`src/rtl/uart_frame_tx.sv`:
```
// ============================================================================
// uart_frame_tx : serialises one BYTES-wide word per handshake as 8N1 UART,
// byte 0 and bit 0 first. Define UART_TX_PARITY_EN for 8E1 (even parity).
// Revision: 1.0
// ============================================================================
`default_nettype none

module uart_frame_tx #(
  parameter int CLK_DIV = 4,
  parameter int BYTES   = 5
) (
  input  logic               clk,
  input  logic               rst,
  input  logic               in_valid,
  output logic               in_ready,
  input  logic [8*BYTES-1:0] in_data,
  output logic               tx,
  output logic               busy,
  output logic               bit_tick
);

  localparam int DIV_W  = (CLK_DIV > 1) ? $clog2(CLK_DIV) : 1;
  localparam int BYTE_W = (BYTES > 1) ? $clog2(BYTES) : 1;
  localparam logic [DIV_W-1:0]  DIV_LAST  = DIV_W'(CLK_DIV - 1);
  localparam logic [BYTE_W-1:0] BYTE_LAST = BYTE_W'(BYTES - 1);

  typedef enum logic [2:0] {
    S_IDLE   = 3'd0,
    S_START  = 3'd1,
    S_DATA   = 3'd2,
`ifdef UART_TX_PARITY_EN
    S_PARITY = 3'd3,
`endif
    S_STOP   = 3'd4
  } state_t;

  state_t              state_q, state_d;
  logic [DIV_W-1:0]    div_q, div_d;
  logic [2:0]          bit_q, bit_d;
  logic [BYTE_W-1:0]   byte_q, byte_d;
  logic [8*BYTES-1:0]  sreg_q, sreg_d;
  logic                tx_q, tx_d;
  logic                tick_q, tick_d;
  logic                ready_q, ready_d;
`ifdef UART_TX_PARITY_EN
  logic                parity_q, parity_d;
`endif

  always_comb begin
    state_d = state_q;
    div_d   = div_q;
    bit_d   = bit_q;
    byte_d  = byte_q;
    sreg_d  = sreg_q;
    tx_d    = tx_q;
    tick_d  = 1'b0;
    ready_d = ready_q;
`ifdef UART_TX_PARITY_EN
    parity_d = parity_q;
`endif
    if (state_q == S_IDLE) begin
      if (in_valid && ready_q) begin
        state_d = S_START;
        sreg_d  = in_data;
        div_d   = '0;
        byte_d  = '0;
        bit_d   = '0;
        tx_d    = 1'b0;
        tick_d  = 1'b1;
        ready_d = 1'b0;
      end
    end else if (div_q != DIV_LAST) begin
      div_d = div_q + DIV_W'(1);
    end else begin
      // Bit boundary: outputs are registered, so the next bit's level is set here.
      div_d  = '0;
      tick_d = 1'b1;
      case (state_q)
        S_START: begin
          state_d = S_DATA;
          bit_d   = '0;
          tx_d    = sreg_q[0];
`ifdef UART_TX_PARITY_EN
          parity_d = ^sreg_q[7:0];
`endif
        end
        S_DATA: begin
          sreg_d = sreg_q >> 1;
          if (bit_q == 3'd7) begin
`ifdef UART_TX_PARITY_EN
            state_d = S_PARITY;
            tx_d    = parity_q;
`else
            state_d = S_STOP;
            tx_d    = 1'b1;
`endif
          end else begin
            bit_d = bit_q + 3'd1;
            tx_d  = sreg_q[1];
          end
        end
`ifdef UART_TX_PARITY_EN
        S_PARITY: begin
          state_d = S_STOP;
          tx_d    = 1'b1;
        end
`endif
        S_STOP: begin
          if (byte_q == BYTE_LAST) begin
            state_d = S_IDLE;
            tx_d    = 1'b1;
            tick_d  = 1'b0;
            ready_d = 1'b1;
          end else begin
            byte_d  = byte_q + BYTE_W'(1);
            state_d = S_START;
            tx_d    = 1'b0;
          end
        end
        default: begin
          state_d = S_IDLE;
          tx_d    = 1'b1;
          tick_d  = 1'b0;
          ready_d = 1'b1;
        end
      endcase
    end
  end

  always_ff @(posedge clk or posedge rst) begin
    if (rst) begin
      state_q <= S_IDLE;
      div_q   <= '0;
      bit_q   <= '0;
      byte_q  <= '0;
      sreg_q  <= '0;
      tx_q    <= 1'b1;
      tick_q  <= 1'b0;
      ready_q <= 1'b1;
`ifdef UART_TX_PARITY_EN
      parity_q <= 1'b0;
`endif
    end else begin
      state_q <= state_d;
      div_q   <= div_d;
      bit_q   <= bit_d;
      byte_q  <= byte_d;
      sreg_q  <= sreg_d;
      tx_q    <= tx_d;
      tick_q  <= tick_d;
      ready_q <= ready_d;
`ifdef UART_TX_PARITY_EN
      parity_q <= parity_d;
`endif
    end
  end

  assign tx       = tx_q;
  assign bit_tick = tick_q;
  assign in_ready = ready_q;
  assign busy     = ~ready_q;

endmodule

`default_nettype wire

```
`config.mk`:
```
export PLATFORM = sky130hd
export DESIGN_NAME = uart_frame_tx
export DESIGN_NICKNAME = d
export VERILOG_FILES = /design/src/rtl/uart_frame_tx.sv
export SDC_FILE = /design/constraint.sdc
export NUM_CORES = 1
export LEC_CHECK = 0
export CAP_MARGIN = 20
export CORE_AREA = 2 2 80 82
export CTS_CLUSTER_DIAMETER = 200
export DETAILED_ROUTE_END_ITERATION = 10
export DIE_AREA = 0 0 82 84
export PLACE_DENSITY_LB_ADDON = 0.15
export SETUP_SLACK_MARGIN = 0.4
export SYNTH_ARGS = -nofsm -noshare
export SYNTH_HDL_FRONTEND = slang
export SYNTH_SLANG_ARGS = --single-unit
```
`constraint.sdc`:
```
create_clock -name clk -period 2.25 [get_ports clk]
set_input_delay 0.3375 -clock clk [delete_from_list [all_inputs] [get_ports clk]]
set_output_delay 0.3375 -clock clk [all_outputs]
set_load 0.005 [all_outputs]
```
==> reports/results.ini, run 1 <==
[outcome]
status=finished clean

[drt]
dr.first_iter.drc_count=88
antenna_left=0
vias=2204
drc_errors=0
vias_per_cell=5.22
drt_pass1_iterations=5
wl_per_cell_um=12.9
routed_wirelength_mm=5.43

[cts]
clk_latency_ps=310
clk_pin_slew_ps=100
post_cts_buffers=0
cts_tree=done
clock-sinks=54
htreeDepth=2
ctsResizeCount=0
cts_buffer_depth=2
root_buffer=clkbuf_8
numCtsBuffers=5
cts_hold_buf=0

[finish]
stdcell_count=422
area_growth_syn_to_layout_pct=24.1
fill_cells=581
layout-drive-gt1-share=0.0783
antenna_cells=0
finalCoreUtilization=0.538
layout_common_cells=nand2_1, dfrtp_1, clkdlybuf4s50_1
final_common_cell=nand2_1
layout.nets=392

[placed_design]
place.gp.congestion=0.859
placed_cells_incl_taps=414
dp_hpwl_mm=3.66
portBuffers=46

[sta]
slew_violations=0
fmax_ghz=0.574
slew_headroom=0.650
min_period_ps=1740
finalCritPeriodShare=0.774
final-hold-violation-count=0
skew_ps=10.9
tns_ps=0
setup_violations=0
grt_setup_unrepaired=no
worst_pin_slew_ps=524

[setup_path]
worst_ep_required_time_ps=1910
path_buf_inv=1
critPathMaxFanout=6
path_delay_family=flip-flops
endpoint_kind=primary output
max_stage_delay_ps=590
start_kind=flip-flop
crit_chain=clkdlybuf4s50_1
path_class=reg -> out
crit_slowest_cell=dfstp_2
worst-endpoint-arrival_ps=1400

[power_and_ir_drop]
peakVddDrop_uv=629
p_per_area_nw_per_um2=1320
p_leak_nw=1.41

[yosys]
yosysSeqAreaShare=0.512
netlist_area_um2=2640
yosys_warnings=0
ys_ff_latch=54
synthDistinctLibCells=33
avgSynthCellArea_um2=8.66
syn-instance-count=305
synth_nets=353

[die]
die_x_um=82
dieArea_um2=6890
start_util=0.433
die_height_um=84
ios=47
fp.coreArea_um2=6100
row_count=29

[grt]
grt_pass1_vias=2114
grt_max_degree=81
antenna_found_initial=0
grt_pass1_wl_mm=9.35
overflow=0
grt_usage=0.174

[run]
drv_cap=0

[worst_hold_path]
hold_class=in -> async

==> flip-flops by register name, indices dropped and copies added (netlist names) <==
| register | cells |
|---|---|
| sreg_q | 40 |
| bit_q | 3 |
| byte_q | 3 |
| state_q | 3 |
| div_q | 2 |
| bit_tick | 1 |
| in_ready | 1 |
| tx | 1 |
==> kinds of logic after synthesis <==
logic type	share of synthesized area
multiplexers	0.0123
AND/OR/NAND/NOR	0.231
AO/OA/AOI/OAI	0.160
buffers and inverters	0.0606
adder cells (fa/ha/maj)	0.0237
flip-flops	0.512
==> through the flow <==
step	instance area [um^2]	hold WS, ps	setup WS [ps]	power, mW
after CTS	3280	399	494	4.38
after floorplan	2640	454	601	3.24
final	3280	383	508	4.33
after detailed placement	3170	492	405	3.72
after global placement	3170	474	420	3.65
after global routing	3280	436	437	4.75
==> power by group <==
part           internal, mW  total (mW)  switching [mW]
clock network         0.332       0.653           0.320
logic                 0.821        1.91            1.09
registers              1.44        1.77           0.327
==> layout make-up <==
class	instances	area, um^2	area share
Multi-Input combinational cell	222	1150	0.350
Clock inverter	2	37.5	0.0115
Tap cell	77	96.3	0.0294
Sequential cell	54	1350	0.413
Clock buffer	6	72.6	0.0221
Inverter	7	26.3	0.00802
Timing Repair Buffer	54	546	0.166
==> final timing paths <==
check	startpoint	endpoint	slack, ps	cells past startpoint
worst max register to register	state_q[0]$_DFFE_PP0P_	state_q[0]$_DFFE_PP0P_	570	4
min in group clk	div_q[0]$_DFFE_PP0N_	div_q[0]$_DFFE_PP0N_	510	1
worst max-delay path	in_ready$_DFFE_PP1P_	in_ready	510	1
worst min register to register	div_q[0]$_DFFE_PP0N_	div_q[0]$_DFFE_PP0N_	510	1
max in group asynchronous	rst	in_ready$_DFFE_PP1P_	1290	3
worst min-delay path	rst	sreg_q[36]$_DFFE_PP0P_	380	2
==> routing by layer <==
| layer | vias to the layer above | global-route usage | wire length (um) |
|---|---|---|---|
| met5 | - | 0 | 0 |
| met4 | 0 | 0.0712 | 61 |
| met3 | 6 | 0.0400 | 208 |
| met2 | 48 | 0.276 | 2640 |
| met1 | 1040 | 0.226 | 2520 |
| li1 | 1110 | - | - |
==> cells in the mapped netlist <==
cell type | number | share of area
dfstp_2 | 2 | 0.020
a311oi_2 | 1 | 0.0057
o22ai_1 | 3 | 0.0071
a22o_1 | 1 | 0.0033
o21ai_0 | 6 | 0.011
nand2_1 | 95 | 0.13
nor2_4 | 1 | 0.0043
a21boi_0 | 2 | 0.0057
ha_1 | 5 | 0.024
buf_6 | 1 | 0.0043
nand3_1 | 9 | 0.017
nand4_1 | 1 | 0.0024
nor3_2 | 1 | 0.0038
nor3_1 | 2 | 0.0038
buf_2 | 11 | 0.021
o2111ai_2 | 1 | 0.0057
a21o_1 | 1 | 0.0028
o221ai_1 | 1 | 0.0033
a31oi_1 | 40 | 0.095
nand2_2 | 1 | 0.0024
mux2_2 | 2 | 0.0085
dfrtp_1 | 52 | 0.49
a2111o_1 | 1 | 0.0043
o311ai_0 | 2 | 0.0066
o21ai_2 | 1 | 0.0033
buf_4 | 8 | 0.023
nor2_1 | 40 | 0.057
nand3b_1 | 2 | 0.0057
o31a_1 | 1 | 0.0033
clkbuf_1 | 2 | 0.0028
inv_1 | 7 | 0.0099
mux2i_1 | 1 | 0.0038
o31ai_1 | 1 | 0.0028
(Power assumes the default switching activity.)
==> run 2, diff against run 1 <==
Clock period 2.25 ns to 1.41 ns, I/O delays scaled along.
==> run 2 against run 1 <==
The flow now finishes with violations (setup timing). Combinational power rose to 2.7 times the previous value. Cell area up 22%. Global-route usage up 1.8 points. Non-clock buffer count up 44. Register-to-register slack worse by 750 ps. Sequential share of layout area down 7.5 points. Clock skew down 2.9 ps. Setup slack worse by 680 ps. Clock-buffer cell count unchanged. Cell count up 10%. Die area unchanged. Critical path depth up 5.
==> reports/results.ini, run 2 (same netlist as run 1, synthesis figures left out) <==
[outcome]
status=finished, violations left
violations=setup timing

[setup_path]
path_buf_inv=3
crit_slowest_cell=dfstp_2
worst-endpoint-arrival_ps=1770
endpoint_kind=flip-flop
path_class=reg -> reg
start_kind=flip-flop
crit_chain=buf_6 -> nand3b_1 -> a21boi_4 -> buf_4 -> buf_16 -> a31oi_1
max_stage_delay_ps=550
path_delay_family=flip-flops
critPathMaxFanout=21
worst_ep_required_time_ps=1600

[cts]
clk_latency_ps=310
clock-sinks=54
clk_pin_slew_ps=100
htreeDepth=2
cts_tree=done
cts_buffer_depth=2
root_buffer=clkbuf_8
numCtsBuffers=5

[placed_design]
pre_cts_slack_ps=-277
portBuffers=46
place.gp.congestion=0.890
dp_hpwl_mm=3.98

[finish]
layout-drive-gt1-share=0.280
antenna_cells=0
final_common_cell=nand2_1
area_growth_syn_to_layout_pct=51.8
max_flop_register=sreg_q
layout_common_cells=nand2_1, dfrtp_1, clkdlybuf4s50_1
layout.nets=436
largest_reg_flops=40

[drt]
wl_per_cell_um=15.2
vias=2453
routed_wirelength_mm=7.06
dr.first_iter.drc_count=149
drt_pass1_iterations=4
antenna_left=0
drc_errors=0
vias_per_cell=5.26

[grt]
antenna_found_initial=0
grt_pass1_vias=2217
grt_usage=0.192
grt_pass1_wl_mm=10.4
grt_max_degree=33
overflow=0

[sta]
slew_headroom=0.766
grt_setup_unrepaired=yes
worst_pin_slew_ps=350
skew_ps=7.99
whs_ps=216
min_period_ps=1590
setup_violations=52
final-hold-violation-count=0
finalCritPeriodShare=1.12
slew_violations=0
layout_setup_ws_ps=-175
fmax_ghz=0.631

[die]
fp.coreArea_um2=6100
row_count=29
die_height_um=84
start_util=0.433
dieArea_um2=6890
die_x_um=82
ios=47

[power_and_ir_drop]
power_mw=8.86
p_leak_nw=1.72
p_per_area_nw_per_um2=2210
peakVddDrop_uv=1040

[worst_hold_path]
hold_class=in -> async

[run]
drv_cap=0

[run 2: changes by cell type in the layout (fill, tap and decap cells not counted), moves of 5 or more]
cell	change
o21ai_1	+5
buf_4	+26
nand3_1	-5
o21ai_0	-6
buf_6	+11
nand2_1	-6
[run 2: final cells by class]
cell class	instances	area, um^2
clock buffers	6	82.6
clock inverters	2	12.5
fillers	500	2080
inverters	7	37.5
multi-input cells	222	1400
flip-flops and latches	54	1360
well taps	77	96.3
repair buffers	98	1030
[run 2: timing repair]
| item | in CTS | in global routing |
|---|---|---|
| setup endpoints to repair | 58 | 58 |
| hold buffers | 0 | 0 |
| buffers inserted | 10 | 8 |
| cloned | 1 | 4 |
| pin swaps | 15 | 18 |
| gates resized for setup | 47 | 35 |
[run 2: power breakdown]
group	leakage, nW	internal (mW)	switching [mW]	total [mW]
logic	1.05	2.57	2.60	5.18
registers	0.619	2.30	0.476	2.78
clock network	0.0472	0.396	0.512	0.908
[run 2: metal layers]
| layer | up-vias | track usage | share of wire |
|---|---|---|---|
| met5 | - | 0 | 0 |
| met1 | 1187 | 0.281 | 0.46 |
| li1 | 1211 | - | - |
| met4 | 0 | 0.0455 | 0.0099 |
| met2 | 48 | 0.294 | 0.50 |
| met3 | 7 | 0.0368 | 0.034 |
[run 2: path summary, 6_finish.rpt]
check / start / end / slack [ps] / cells past startpoint
max in group asynchronous: rst / sreg_q[38]$_DFFE_PP0P_ / 730 / 3
hold reg to reg: sreg_q[39]$_DFFE_PP0P_ / sreg_q[39]$_DFFE_PP0P_ / 540 / 2
setup reg to reg: in_ready$_DFFE_PP1P_ / sreg_q[23]$_DFFE_PP0P_ / -180 / 6
hold / removal: rst / sreg_q[30]$_DFFE_PP0P_ / 220 / 2
setup / recovery: in_ready$_DFFE_PP1P_ / sreg_q[23]$_DFFE_PP0P_ / -180 / 6
min in group clk: in_data[11] / sreg_q[11]$_DFFE_PP0P_ / 450 / 3
[run 2: through the flow]
stage | util | area, um^2 | setup TNS [ps] | cells
after floorplan | - | 2730 | -40.0 | 305
after detailed placement | 0.559 | 3410 | -9740 | 435
after CTS | 0.607 | 3700 | -5490 | 454
final | 0.658 | 4010 | -6870 | 466
after global placement | 0.559 | 3410 | -8120 | 435
after global routing | 0.658 | 4010 | -9550 | 466
==> run 3, diff against run 2 <==
Settings changed: CAP_MARGIN 20 to not set, CORE_AREA 2 2 80 82 to 2 2 97 99, DIE_AREA 0 0 82 84 to 0 0 99 101.
==> run 3 against run 2 <==
The run still ends with setup timing left. Sequential share of layout area fell by 1.3 points. Critical path type unchanged. Hold slack got worse by 23 ps. Highest routed layer unchanged. Clock skew rose by 8.3 ps. Largest power group unchanged.
==> reports/results.ini, run 3 (same netlist as run 1, synthesis figures left out) <==
[placed_design]
dpl-instance-area_um2=3510
placed_cells_incl_taps=472
pre_cts_slack_ps=-298
place.gp.congestion=0.831
dp_hpwl_mm=4.37
portBuffers=46

[sta]
grt_setup_unrepaired=yes
whs_ps=193
slew_headroom=0.789
finalCritPeriodShare=1.13
fmax_ghz=0.626
worst_pin_slew_ps=316
min_period_ps=1600
tns_ps=-6060
layout_setup_ws_ps=-187
slew_violations=0
skew_ps=16.3
setup_violations=48
final-hold-violation-count=0

[drt]
drt_pass1_iterations=6
antenna_left=0
dr.first_iter.drc_count=104
drc_errors=0
routed_wirelength_mm=7.21
vias_per_cell=4.87
wl_per_cell_um=14.3
vias=2459

[finish]
fill_cells=846
largest_reg_flops=40
final_common_cell=nand2_1
fin_area_um2=4170
layout.nets=441
regArea_um2=1360
layout-drive-gt1-share=0.320
area_growth_syn_to_layout_pct=58.0
finalCoreUtilization=0.465
antenna_cells=0
layout_common_cells=nand2_1, dfrtp_1, clkdlybuf4s50_1
multiInputGateArea_um2=1390
max_flop_register=sreg_q
stdcell_count=505

[power_and_ir_drop]
p_leak_nw=1.76
combPwrFrac=0.583
switchingPower_mw=3.59
switching_share=0.400
peakVddDrop_uv=707
power_mw=8.98
pwr-share-seq=0.315
p_per_area_nw_per_um2=2150
clkPwrFrac=0.102
intPower_mw=5.39

[grt]
grt_pass1_vias=2336
overflow=0
grt_usage=0.136
grt_max_degree=32
grt_pass1_wl_mm=11.1
antenna_found_initial=0

[run]
drv_cap=0

[die]
row_count=35
die_height_um=101
fp.coreArea_um2=8980
dieArea_um2=10000
die_x_um=99
ios=47
start_util=0.294

[cts]
cts_tree=done
clk_pin_slew_ps=110
htreeDepth=2
root_buffer=clkbuf_8
clock-sinks=54
numCtsBuffers=5
clk_latency_ps=320
cts_buffer_depth=2

[setup_path]
start_kind=flip-flop
endpoint_kind=flip-flop
critPathMaxFanout=8
worst-endpoint-arrival_ps=1830
path_class=reg -> reg
worst_ep_required_time_ps=1650

[worst_hold_path]
hold_class=in -> async

[outcome]
status=finished, violations left
violations=setup timing

[run 3: changes by cell type in the layout (fill, tap and decap cells not counted), moves of 3 or more]
cell	before	now
buf_12	6	10
buf_4	32	27
nand2_1	89	92
nor2_2	1	13
nor2_1	38	25
buf_6	11	15
nand2_2	5	2
[run 3: repair_timing]
action	CTS	global route
resized for setup	53	42
buffers inserted	10	9
endpoints found under the setup margin	58	58
gates cloned	2	4
pin swaps	10	9
hold buffers	0	0
[run 3: final cells by class]
| class | count | area share |
|---|---|---|
| Inverter | 7 | 0.00899 |
| Sequential cell | 54 | 0.325 |
| Clock buffer | 5 | 0.0165 |
| Clock inverter | 3 | 0.00450 |
| Timing Repair Buffer | 103 | 0.278 |
| Tap cell | 111 | 0.0333 |
| Multi-Input combinational cell | 222 | 0.333 |
[run 3: path summary, 6_finish.rpt]
| check | from | endpoint | slack [ps] | cells past startpoint |
|---|---|---|---|---|
| max | in_ready$_DFFE_PP1P_ | sreg_q[24]$_DFFE_PP0P_ | -190 | 7 |
| min | rst | sreg_q[28]$_DFFE_PP0P_ | 190 | 2 |
| max reg2reg | in_ready$_DFFE_PP1P_ | sreg_q[24]$_DFFE_PP0P_ | -190 | 7 |
| min reg2reg | sreg_q[36]$_DFFE_PP0P_ | sreg_q[35]$_DFFE_PP0P_ | 530 | 2 |
| max in group asynchronous | rst | div_q[1]$_DFFE_PP0N_ | 740 | 3 |
| min in group clk | in_data[7] | sreg_q[7]$_DFFE_PP0P_ | 430 | 3 |
[run 3: critical path, stage by stage, from the launching register on]
cell	delay, ps
dfstp_2	560
buf_6	90
nand3b_1	130
a21boi_4	230
buf_12	170
clkbuf_16	170
nor2_1	50
a31oi_1	130
[run 3: routing by layer]
layer	global-route usage	up-vias	routed length, um
met5	0	-	0
met4	0.0411	0	68
met3	0.0250	6	315
met2	0.226	50	3370
met1	0.182	1184	3450
li1	-	1219	-
[run 3: power groups by stage]
stage,clock network [mW],logic [mW],registers [mW]
final,0.913,5.24,2.83
after global placement,0,3.79,2.77
after CTS,0.945,4.61,2.77
after global routing,0.997,5.77,2.92
after detailed placement,0,3.86,2.79
after floorplan,0,2.63,2.67
